`src/rtl/ps2_wasd_receiver.sv`:
```
// PS/2 keyboard receiver: synchronizes and de-glitches the device clock, frames
// 11-bit odd-parity words, decodes E0/F0 prefixes and drives WASD/arrow direction levels.
module ps2_wasd_receiver #(
    parameter int FILTER_LEN     = 4,
    parameter int TIMEOUT_CYCLES = 50000,
    parameter int ARROWS_EN      = 1
) (
    input  logic       clk,
    input  logic       reset,
    input  logic       ps2_clk,
    input  logic       ps2_data,
    output logic       w,
    output logic       a,
    output logic       s,
    output logic       d,
    output logic       key_valid,
    output logic [7:0] key_code,
    output logic       key_ext,
    output logic       key_break,
    output logic       frame_err
);

    localparam int FCW = (FILTER_LEN > 1) ? $clog2(FILTER_LEN + 1) : 1;
    localparam int TCW = $clog2(TIMEOUT_CYCLES + 1);
    localparam logic [FCW-1:0] FILT_LAST = FCW'(FILTER_LEN - 1);
    localparam logic [TCW-1:0] TMO_LAST  = TCW'(TIMEOUT_CYCLES - 1);

    typedef enum logic [1:0] {IDLE, DATA, PARITY, STOP} state_e;

    logic [1:0]     clk_sync_q, data_sync_q;
    logic           filt_q, filt_d;
    logic [FCW-1:0] filt_cnt_q, filt_cnt_d;
    logic           strobe_q, sdata_q;
    state_e         state_q;
    logic [2:0]     bit_cnt_q;
    logic [7:0]     shift_q;
    logic           parity_q;
    logic [TCW-1:0] idle_cnt_q;
    logic           ext_q, brk_q;
    logic [3:0]     dir_q;
    logic [3:0]     ev_mask_d;
    logic           key_valid_q, key_ext_q, key_break_q, frame_err_q;
    logic [7:0]     key_code_q;

    // Odd parity holds when data plus parity carries an odd number of ones.
    function automatic logic odd_ok(input logic [7:0] b, input logic p);
        return ^{b, p};
    endfunction

    // Direction mask {w,a,s,d} for a scan code; zero for unmapped codes.
    function automatic logic [3:0] dir_mask(input logic [7:0] code, input logic ext);
        logic [3:0] m;
        m = 4'b0000;
        if (!ext) begin
            case (code)
                8'h1D:   m = 4'b1000;
                8'h1C:   m = 4'b0100;
                8'h1B:   m = 4'b0010;
                8'h23:   m = 4'b0001;
                default: m = 4'b0000;
            endcase
        end else if (ARROWS_EN != 0) begin
            case (code)
                8'h75:   m = 4'b1000;
                8'h6B:   m = 4'b0100;
                8'h72:   m = 4'b0010;
                8'h74:   m = 4'b0001;
                default: m = 4'b0000;
            endcase
        end else begin
            m = 4'b0000;
        end
        return m;
    endfunction

    // Clock filter: the level flips only after FILTER_LEN consecutive differing samples.
    always_comb begin
        filt_d     = filt_q;
        filt_cnt_d = filt_cnt_q;
        if (clk_sync_q[1] != filt_q) begin
            if (filt_cnt_q == FILT_LAST) begin
                filt_d     = clk_sync_q[1];
                filt_cnt_d = '0;
            end else begin
                filt_cnt_d = filt_cnt_q + FCW'(1);
            end
        end else begin
            filt_cnt_d = '0;
        end
    end

    // Event mask for the byte held in the shift register.
    always_comb begin
        ev_mask_d = dir_mask(shift_q, ext_q);
    end

    // Synchronizers, filtered clock and the falling-edge sample strobe.
    always_ff @(posedge clk or negedge reset) begin
        if (!reset) begin
            clk_sync_q  <= 2'b11;
            data_sync_q <= 2'b11;
            filt_q      <= 1'b1;
            filt_cnt_q  <= '0;
            strobe_q    <= 1'b0;
            sdata_q     <= 1'b1;
        end else begin
            clk_sync_q  <= {clk_sync_q[0], ps2_clk};
            data_sync_q <= {data_sync_q[0], ps2_data};
            filt_q      <= filt_d;
            filt_cnt_q  <= filt_cnt_d;
            strobe_q    <= filt_q & ~filt_d;
            sdata_q     <= data_sync_q[1];
        end
    end

    // Receive FSM, prefix decoding and registered event/direction outputs.
    always_ff @(posedge clk or negedge reset) begin
        if (!reset) begin
            state_q     <= IDLE;
            bit_cnt_q   <= 3'd0;
            shift_q     <= 8'h00;
            parity_q    <= 1'b0;
            idle_cnt_q  <= '0;
            ext_q       <= 1'b0;
            brk_q       <= 1'b0;
            dir_q       <= 4'b0000;
            key_valid_q <= 1'b0;
            key_code_q  <= 8'h00;
            key_ext_q   <= 1'b0;
            key_break_q <= 1'b0;
            frame_err_q <= 1'b0;
        end else begin
            key_valid_q <= 1'b0;
            frame_err_q <= 1'b0;
            if (state_q == IDLE) begin
                idle_cnt_q <= '0;
                if (strobe_q && !sdata_q) begin
                    state_q   <= DATA;
                    bit_cnt_q <= 3'd0;
                end
            end else if (strobe_q) begin
                // A strobe wins over a coincident timeout.
                idle_cnt_q <= '0;
                case (state_q)
                    DATA: begin
                        shift_q   <= {sdata_q, shift_q[7:1]};
                        bit_cnt_q <= bit_cnt_q + 3'd1;
                        if (bit_cnt_q == 3'd7) begin
                            state_q <= PARITY;
                        end
                    end
                    PARITY: begin
                        parity_q <= sdata_q;
                        state_q  <= STOP;
                    end
                    STOP: begin
                        state_q <= IDLE;
                        if (sdata_q && odd_ok(shift_q, parity_q)) begin
                            if (shift_q == 8'hE0) begin
                                ext_q <= 1'b1;
                            end else if (shift_q == 8'hF0) begin
                                brk_q <= 1'b1;
                            end else begin
                                key_valid_q <= 1'b1;
                                key_code_q  <= shift_q;
                                key_ext_q   <= ext_q;
                                key_break_q <= brk_q;
                                dir_q       <= brk_q ? (dir_q & ~ev_mask_d) : (dir_q | ev_mask_d);
                                ext_q       <= 1'b0;
                                brk_q       <= 1'b0;
                            end
                        end else begin
                            frame_err_q <= 1'b1;
                            ext_q       <= 1'b0;
                            brk_q       <= 1'b0;
                        end
                    end
                    default: state_q <= IDLE;
                endcase
            end else if (idle_cnt_q == TMO_LAST) begin
                state_q     <= IDLE;
                idle_cnt_q  <= '0;
                frame_err_q <= 1'b1;
                ext_q       <= 1'b0;
                brk_q       <= 1'b0;
            end else begin
                idle_cnt_q <= idle_cnt_q + TCW'(1);
            end
        end
    end

    assign w         = dir_q[3];
    assign a         = dir_q[2];
    assign s         = dir_q[1];
    assign d         = dir_q[0];
    assign key_valid = key_valid_q;
    assign key_code  = key_code_q;
    assign key_ext   = key_ext_q;
    assign key_break = key_break_q;
    assign frame_err = frame_err_q;

endmodule

```
`config.mk`:
```
export PLATFORM = sky130hd
export DESIGN_NAME = ps2_wasd_receiver
export DESIGN_NICKNAME = d
export VERILOG_FILES = /design/src/rtl/ps2_wasd_receiver.sv
export SDC_FILE = /design/constraint.sdc
export NUM_CORES = 1
export LEC_CHECK = 0
export ABC_CLOCK_PERIOD_IN_PS = 4050
export BUFFER_PORTS_ARGS = -buffer_cell sky130_fd_sc_hd__buf_2
export CORE_MARGIN = 2
export CORE_UTILIZATION = 50
export CTS_BUF_LIST = sky130_fd_sc_hd__clkbuf_2
export DETAILED_ROUTE_END_ITERATION = 8
export HOLD_SLACK_MARGIN = 0.06
export PLACE_DENSITY_LB_ADDON = 0.12
export SETUP_SLACK_MARGIN = 0.05
export SYNTH_ARGS = -nofsm -noshare
export SYNTH_HDL_FRONTEND = slang
export SYNTH_SLANG_ARGS = --single-unit
```
`constraint.sdc`:
```
create_clock -name clk -period 4.05 [get_ports clk]
set_clock_uncertainty 0.1 [all_clocks]
set_input_delay 0.6075 -clock clk [delete_from_list [all_inputs] [get_ports clk]]
set_output_delay 0.6075 -clock clk [all_outputs]
set_load 0.02 [all_outputs]
```
==> flow_summary.toml, run 1 <==
[status]
outcome = "finished clean"

[min_path]
worst_hold_path.endpoint = "clk_sync_q[1]$_DFF_PN1_"
hp-class = "reg2reg"
hp-start = "clk_sync_q[0]$_DFF_PN1_"
holdPathStages = 0

[logic_synthesis]
synthesis.area_sq_um = 2884
async_flop_share_pct = 100.0
synth_seq_area_share_pct = 50.59
synth-main-ff-cell = "dfrtp_1"
ys_seq_elements = 58
synth_cell_type_count = 56
synth_nets = 254
synth.avg_cell_area_sq_um = 11.92
synth_edf_count = 0
synthCells = 242
yosysWarnings = 0

[setup_path]
required_ns = 4.34
end_kind = "flip-flop"
crit_arrival_ns = 2.65
cp_max_fo = 14
reg2reg_to = "key_code[3]$_DFFE_PN0P_"
cp-start-kind = "flip-flop"
rr_worst_depth = 6
critPathKind = "reg2reg"
worstReg2RegStart = "state_q[0]$_DFFE_PN0P_"
r2r_slack_ns = 1.69

[routing]
vias_per_cell = 5.248
ant_nets = 0
drt_iter0_markers = 99
first_pass_iters = 4
vias = 1779
drc = 0
finalWirelength_mm = 4.824
wl_per_cell_um = 14.23

[clocking]
ctsResizeCount = 0
cts_root_buf = "clkbuf_2"
cts_buffers = 9
cts_tree = "yes"
clock_path_buffers = 2
post_cts_buffers = 0
holdBufCountCts = 1
htreeDepth = 3
clk-insertion-delay-late_ns = 0.48
clkTransAtPathRegs_ns = 0.17
cts.sinks = 58

[sta]
post-route-period-util_pct = 58.34
slew-limit-headroom_pct = 52.83
final-hold-violation-count = 0
fmax_mhz = 423.2
grt_setup_unrepaired = "no"
slew_viol_final = 0
fin_crit_ns = 2.363
tightestPinTransition_ns = 0.6986
tns_ns = 0
hold_ws_ns = 0.2680
setup_viol = 0

[power]
powerDensity_nw_per_um2 = 406.5
cellLeakagePower_nw = 1.503
peakVddDrop_uv = 224.5

[grt]
grt_overflow_total = 0
grt_max_degree = 37
antenna_found_initial = 0
grt_pass1_wl_mm = 8.556
grtUsageTotal_pct = 17.51
grt_pass1_vias = 1824

[final_layout]
drive_gt1_share_pct = 26.59
antenna_cells = 0
layoutNonFillerInstCount = 339
design_area_sq_um = 3161
nets = 274
areaGrowthSynthToFinish_pct = 9.588
final_core_util_pct = 57.05
fillers = 492

[placement]
place.gp.congestion = 0.8307
dp_cells = 320
dp_hpwl_mm = 3.359
io_buffers = 19
placed_area_sq_um = 2969

[run]
maxCapViolations = 0

[floorplan]
initial_core_util_pct = 52.06
dieArea_sq_um = 6391
fp.coreArea_sq_um = 5540
ioPinCount = 20
die_h_um = 79.95
rows = 27
die_w_um = 79.95
report_power, final:
part / leakage (nW) / switching, mW / internal [mW]
logic: 0.625 / 0.0928 / 0.0523
registers: 0.786 / 0.0293 / 0.620
clock network: 0.0923 / 0.224 / 0.266
through the flow:
stage | setup slack [ns] | power (mW)
floorplan | 1.973 | 0.7597
global placement | 1.779 | 0.8001
detailed placement | 1.700 | 0.8072
CTS | 1.680 | 1.302
global route | 1.501 | 1.359
finish | 1.687 | 1.285
cells in the final DEF, fill, tap and decap left out, types with 3 or more instances in the layout:
cell type / synthesis / final
dfrtp_1: 52 / 52
nor2_1: 22 / 22
buf_2: 1 / 19
nand2_1: 14 / 14
mux2_2: 13 / 13
xnor2_1: 10 / 10
and3_1: 9 / 9
inv_1: 9 / 9
clkbuf_2: 1 / 9
xor2_1: 8 / 8
a21oi_1: 8 / 8
ha_1: 8 / 8
o21ai_0: 6 / 6
dfstp_2: 6 / 6
nand3_1: 5 / 5
mux2_4: 5 / 5
nand4b_1: 4 / 4
nand4_1: 3 / 3
nor2b_1: 3 / 3
nand3b_1: 3 / 3
mux2i_1: 3 / 3
bufinv_16: 0 / 3
dlygate4sd3_1: 0 / 3
worst max-delay path, cell delays in order, from the launching register on:
cell,delay (ns)
dfrtp_1,0.44
inv_1,0.10
ha_1,0.39
nand4b_1,0.28
a211oi_2,0.08
mux2i_4,0.47
mux2_2,0.40
cell usage after synthesis (all sizes together) (2+ instances only):
cell type / count / share of area, %
a21oi: 8 / 1.4
nor4b: 2 / 0.82
or4bb: 2 / 0.82
mux2i: 4 / 1.8
nand3b: 3 / 0.78
nand3: 5 / 0.87
o32ai: 2 / 0.61
nand4b: 4 / 1.2
dfrtp: 52 / 45
clkbuf: 6 / 0.82
dfstp: 6 / 5.5
ha: 8 / 3.5
nand2: 14 / 1.8
o31ai: 2 / 0.52
nor4bb: 2 / 0.69
a211oi: 2 / 0.87
and4: 2 / 0.61
o21ai: 7 / 1.2
and3b: 2 / 0.65
xnor2: 11 / 3.6
nor2b: 3 / 0.65
o31a: 2 / 0.65
xnor3: 2 / 1.6
mux2: 18 / 7.7
inv: 9 / 1.2
nor3: 2 / 0.35
nor2: 22 / 2.9
buf: 8 / 2.9
and3: 9 / 2.0
xor2: 8 / 2.4
nand4: 3 / 0.65
sequential cells by signal, indices dropped and copies added (netlist names), named ones only:
name         cells
shift_q          8
clk_sync_q       2
key_break        1
sdata_q          1
filt_cnt_q       3
idle_cnt_q      16
filt_q           1
parity_q         1
state_q          2
brk_q            1
bit_cnt_q        3
frame_err        1
key_code         8
key_valid        1
key_ext          1
strobe_q         1
data_sync_q      2
ext_q            1
cell families (layout without fill, tap and decap cells):
| group | Yosys count | after routing | synth area share (%) |
|---|---|---|---|
| XOR/XNOR | 22 | 22 | 8.460 |
| AND/OR/NAND/NOR | 81 | 81 | 16.49 |
| adder cells (fa/ha/maj) | 8 | 8 | 3.471 |
| flip-flops | 58 | 58 | 50.59 |
| multiplexers | 22 | 22 | 9.501 |
| buffers and inverters | 23 | 48 | 4.902 |
| AO/OA/AOI/OAI | 28 | 28 | 6.595 |
area by class of cell:
class / count / area [sq um] / area share (%)
Inverter: 9 / 33.78 / 1.069
Tap cell: 72 / 90.09 / 2.850
Clock inverter: 7 / 116.4 / 3.682
Timing Repair Buffer: 23 / 132.6 / 4.196
Multi-Input combinational cell: 161 / 1284 / 40.62
Sequential cell: 58 / 1459 / 46.16
Clock buffer: 9 / 45.04 / 1.425
metal layers:
metal	vias to the layer above	wire [um]	GRT usage, %
met4	0	96	8.644
met2	26	2254	27.42
met1	858	2337	23.02
met3	8	136	3.733
li1	887	-	-
met5	-	0	0
worst max path at each step:
stage | startpoint | end | slack (ns)
5_1_grt | state_q[0]$_DFFE_PN0P_ | key_code[0]$_DFFE_PN0P_ | 1.50
6_report | state_q[0]$_DFFE_PN0P_ | key_code[3]$_DFFE_PN0P_ | 1.69
3_3_place_gp | shift_q[5]$_DFFE_PN0P_ | key_code[2]$_DFFE_PN0P_ | 1.78
2_1_floorplan | shift_q[2]$_DFFE_PN0P_ | key_break$_DFFE_PN0P_ | 1.97
4_1_cts | state_q[0]$_DFFE_PN0P_ | key_code[3]$_DFFE_PN0P_ | 1.68
3_5_place_dp | state_q[0]$_DFFE_PN0P_ | key_code[3]$_DFFE_PN0P_ | 1.70
Power figures use the tool's default switching activity.
==> inputs of run 2 (changes only) <==
Settings changed: ABC_AREA set to 1, ABC_CLOCK_PERIOD_IN_PS 4050 to 2100.
Clock period 4.05 ns to 2.1 ns, I/O delays scaled along.
==> run 2 against run 1 <==
Global-route usage grew 3.3 points. Worst hold slack lost 0.031 ns. Sequential cell count is the same. Clock power grew 37%. Die area grew 1.2%. Critical path type unchanged.
==> flow_summary.toml, run 2 <==
[clocking]
cts_buffers = 9
clock_path_buffers = 2
htreeDepth = 3
cts_tree = "yes"
cts.sinks = 58
clk-insertion-delay-late_ns = 0.48
cts_root_buf = "clkbuf_2"
clkTransAtPathRegs_ns = 0.16

[floorplan]
die_w_um = 80.41
rows = 27
fp.coreArea_sq_um = 5574
dieArea_sq_um = 6465
die_h_um = 80.41
initial_core_util_pct = 52.37
ioPinCount = 20

[power]
power.total_mw = 2.986
cellLeakagePower_nw = 1.558
peakVddDrop_uv = 488.2
powerDensity_nw_per_um2 = 921.7

[grt]
grtUsageTotal_pct = 20.85
grt_max_degree = 35
antenna_found_initial = 0
grt_pass1_wl_mm = 10.18
grt_pass1_vias = 2285
grt_overflow_total = 0

[logic_synthesis]
synth_most_common_cell = "nand2_1"
synthSimpleGateAreaFrac_pct = 28.03
synth-adder-area-share_pct = 3.429
synth_top_area_cell = "dfrtp_1"
synth_xor_xnor_area_share_pct = 1.500
yosys-mux-area-fraction_pct = 0
synth_cell_type_count = 36
synth_commonest_cells = "88 x nand2_1, 52 x dfrtp_1, 33 x inv_1"
yosysWarnings = 0
synth.avg_cell_area_sq_um = 8.437
synth_edf_count = 0
synth_top_family_by_area = "simple AND/OR/NAND/NOR gates"
synthesis.area_sq_um = 2919
async_flop_share_pct = 100.0
synth.area.top_cells = "dfrtp_1 45%, nand2_1 11%, dfstp_2 5.4%, inv_1 4.2%, ha_1 3.4%"
synth_nets = 358
synth_seq_area_share_pct = 49.98
synth_top_area_share_pct = 44.58
synthCells = 346
synth-compound-area-share_pct = 8.873
ys_seq_elements = 58
synth-main-ff-cell = "dfrtp_1"

[sta]
fin_crit_ns = 1.873
slew_viol_final = 0
tns_ns = 0
tightestPinTransition_ns = 0.5766
hold_ws_ns = 0.2368
final-hold-violation-count = 0
slew-limit-headroom_pct = 61.56
fmax_mhz = 533.8
setup_viol = 0
post-route-period-util_pct = 89.20
grt_setup_unrepaired = "yes"

[final_layout]
regMostFlops = "idle_cnt_q"
seq_area_sq_um = 1460
antenna_cells = 0
drive_gt1_share_pct = 19.16
largest_reg_flops = 16
mostFrequentLayoutCell = "nand2_1"
fillers = 530
nets = 388
multiInputGateArea_sq_um = 1242
mostFrequentLayoutCells = "88 x nand2_1, 51 x dfrtp_1, 33 x inv_1"
areaGrowthSynthToFinish_pct = 10.97

[routing]
ant_nets = 0
drt_iter0_markers = 133
finalWirelength_mm = 5.805
drc = 0
wl_met1_mm = 2.760
wl_per_cell_um = 12.81
routed-wl-met2_mm = 2.756
vias_per_cell = 5.320
maxUsedRoutingLayer = "met4"
vias = 2410
first_pass_iters = 4
wl_met3_um = 221

[status]
outcome = "finished clean"

[setup_path]
crit_arrival_ns = 2.15
end_kind = "flip-flop"
cp_max_fo = 6
required_ns = 2.37
critPathKind = "reg2reg"
cp-start-kind = "flip-flop"

[placement]
place.gp.congestion = 0.8294
io_buffers = 19
dp_hpwl_mm = 4.152

[run]
maxCapViolations = 0

[min_path]
hp-class = "in2async"
## run 2: routing by layer
metal  GRT usage [%]  vias to the layer above
met4           8.814                        0
met2           32.92                       47
met5               0                        -
met1           27.42                     1154
met3           5.056                        7
li1                -                     1202
## run 2: cells by family (layout without fill, tap and decap cells)
group | after synthesis | count (layout)
adders and majority gates | 8 | 8
xor gates and xnor gates | 5 | 5
and+or+nand+nor | 176 | 176
buffers and inverters | 50 | 85
DFF | 58 | 58
AOI/OAI and AO/OA | 49 | 49
## run 2: critical path, cell delays in order (launching register included)
cell     delay [ns]
dfrtp_1        0.47
inv_1          0.23
nand2_1        0.12
nor3_1         0.31
nand4_1        0.13
o21ai_0        0.12
nand4_1        0.15
nand2_1        0.08
o21ai_1        0.06
## run 2: final cells by class
cell class | count | share of cell area [%]
clock buffer | 11 | 1.699
clock inverter | 5 | 1.429
inverter | 40 | 4.789
multi-input combinational | 238 | 38.35
sequential | 58 | 45.08
tap | 72 | 2.781
timing repair buffer | 29 | 5.871
## run 2: path summary, 6_finish.rpt
kind                                          start                  endpoint  slack, ns  depth (start not counted)
max in group asynchronous                     reset  idle_cnt_q[11]$_DFF_PN0_       1.07                          3
setup reg to reg             shift_q[7]$_DFFE_PN0P_                 flip-flop       0.23                          8
hold reg to reg            data_sync_q[1]$_DFF_PN1_         sdata_q$_DFF_PN1_       0.27                          0
setup / recovery             shift_q[7]$_DFFE_PN0P_                 flip-flop       0.23                          8
hold / removal                                reset    shift_q[2]$_DFFE_PN0P_       0.24                          2
min in group clk           data_sync_q[1]$_DFF_PN1_         sdata_q$_DFF_PN1_       0.27                          0
## run 2: timing repair
item / CTS / global route
gates resized for setup: 0 / 6
setup endpoints to repair: 0 / 17
hold endpoints to repair: 20 / 0
setup buffers: 0 / 3
hold buffers: 3 / 0
## run 2: through the flow
stage                     std cells  instance area, sq um  util, %  setup WS, ns
after floorplan                 346                  2919        -        0.3448
after global placement          431                  3063    54.95        0.1813
after detailed placement        431                  3063    54.95        0.1517
after CTS                       450                  3194    57.31        0.1036
after global routing            453                  3239    58.11       0.02177
final                           453                  3239    58.11        0.2268
## run 2: power by group
| group | total, mW | internal, mW | switching (mW) |
|---|---|---|---|
| Sequential | 1.40 | 1.25 | 0.144 |
| Clock | 0.672 | 0.272 | 0.400 |
| Combinational | 0.917 | 0.324 | 0.593 |
| Total | 2.99 | 1.85 | 1.14 |
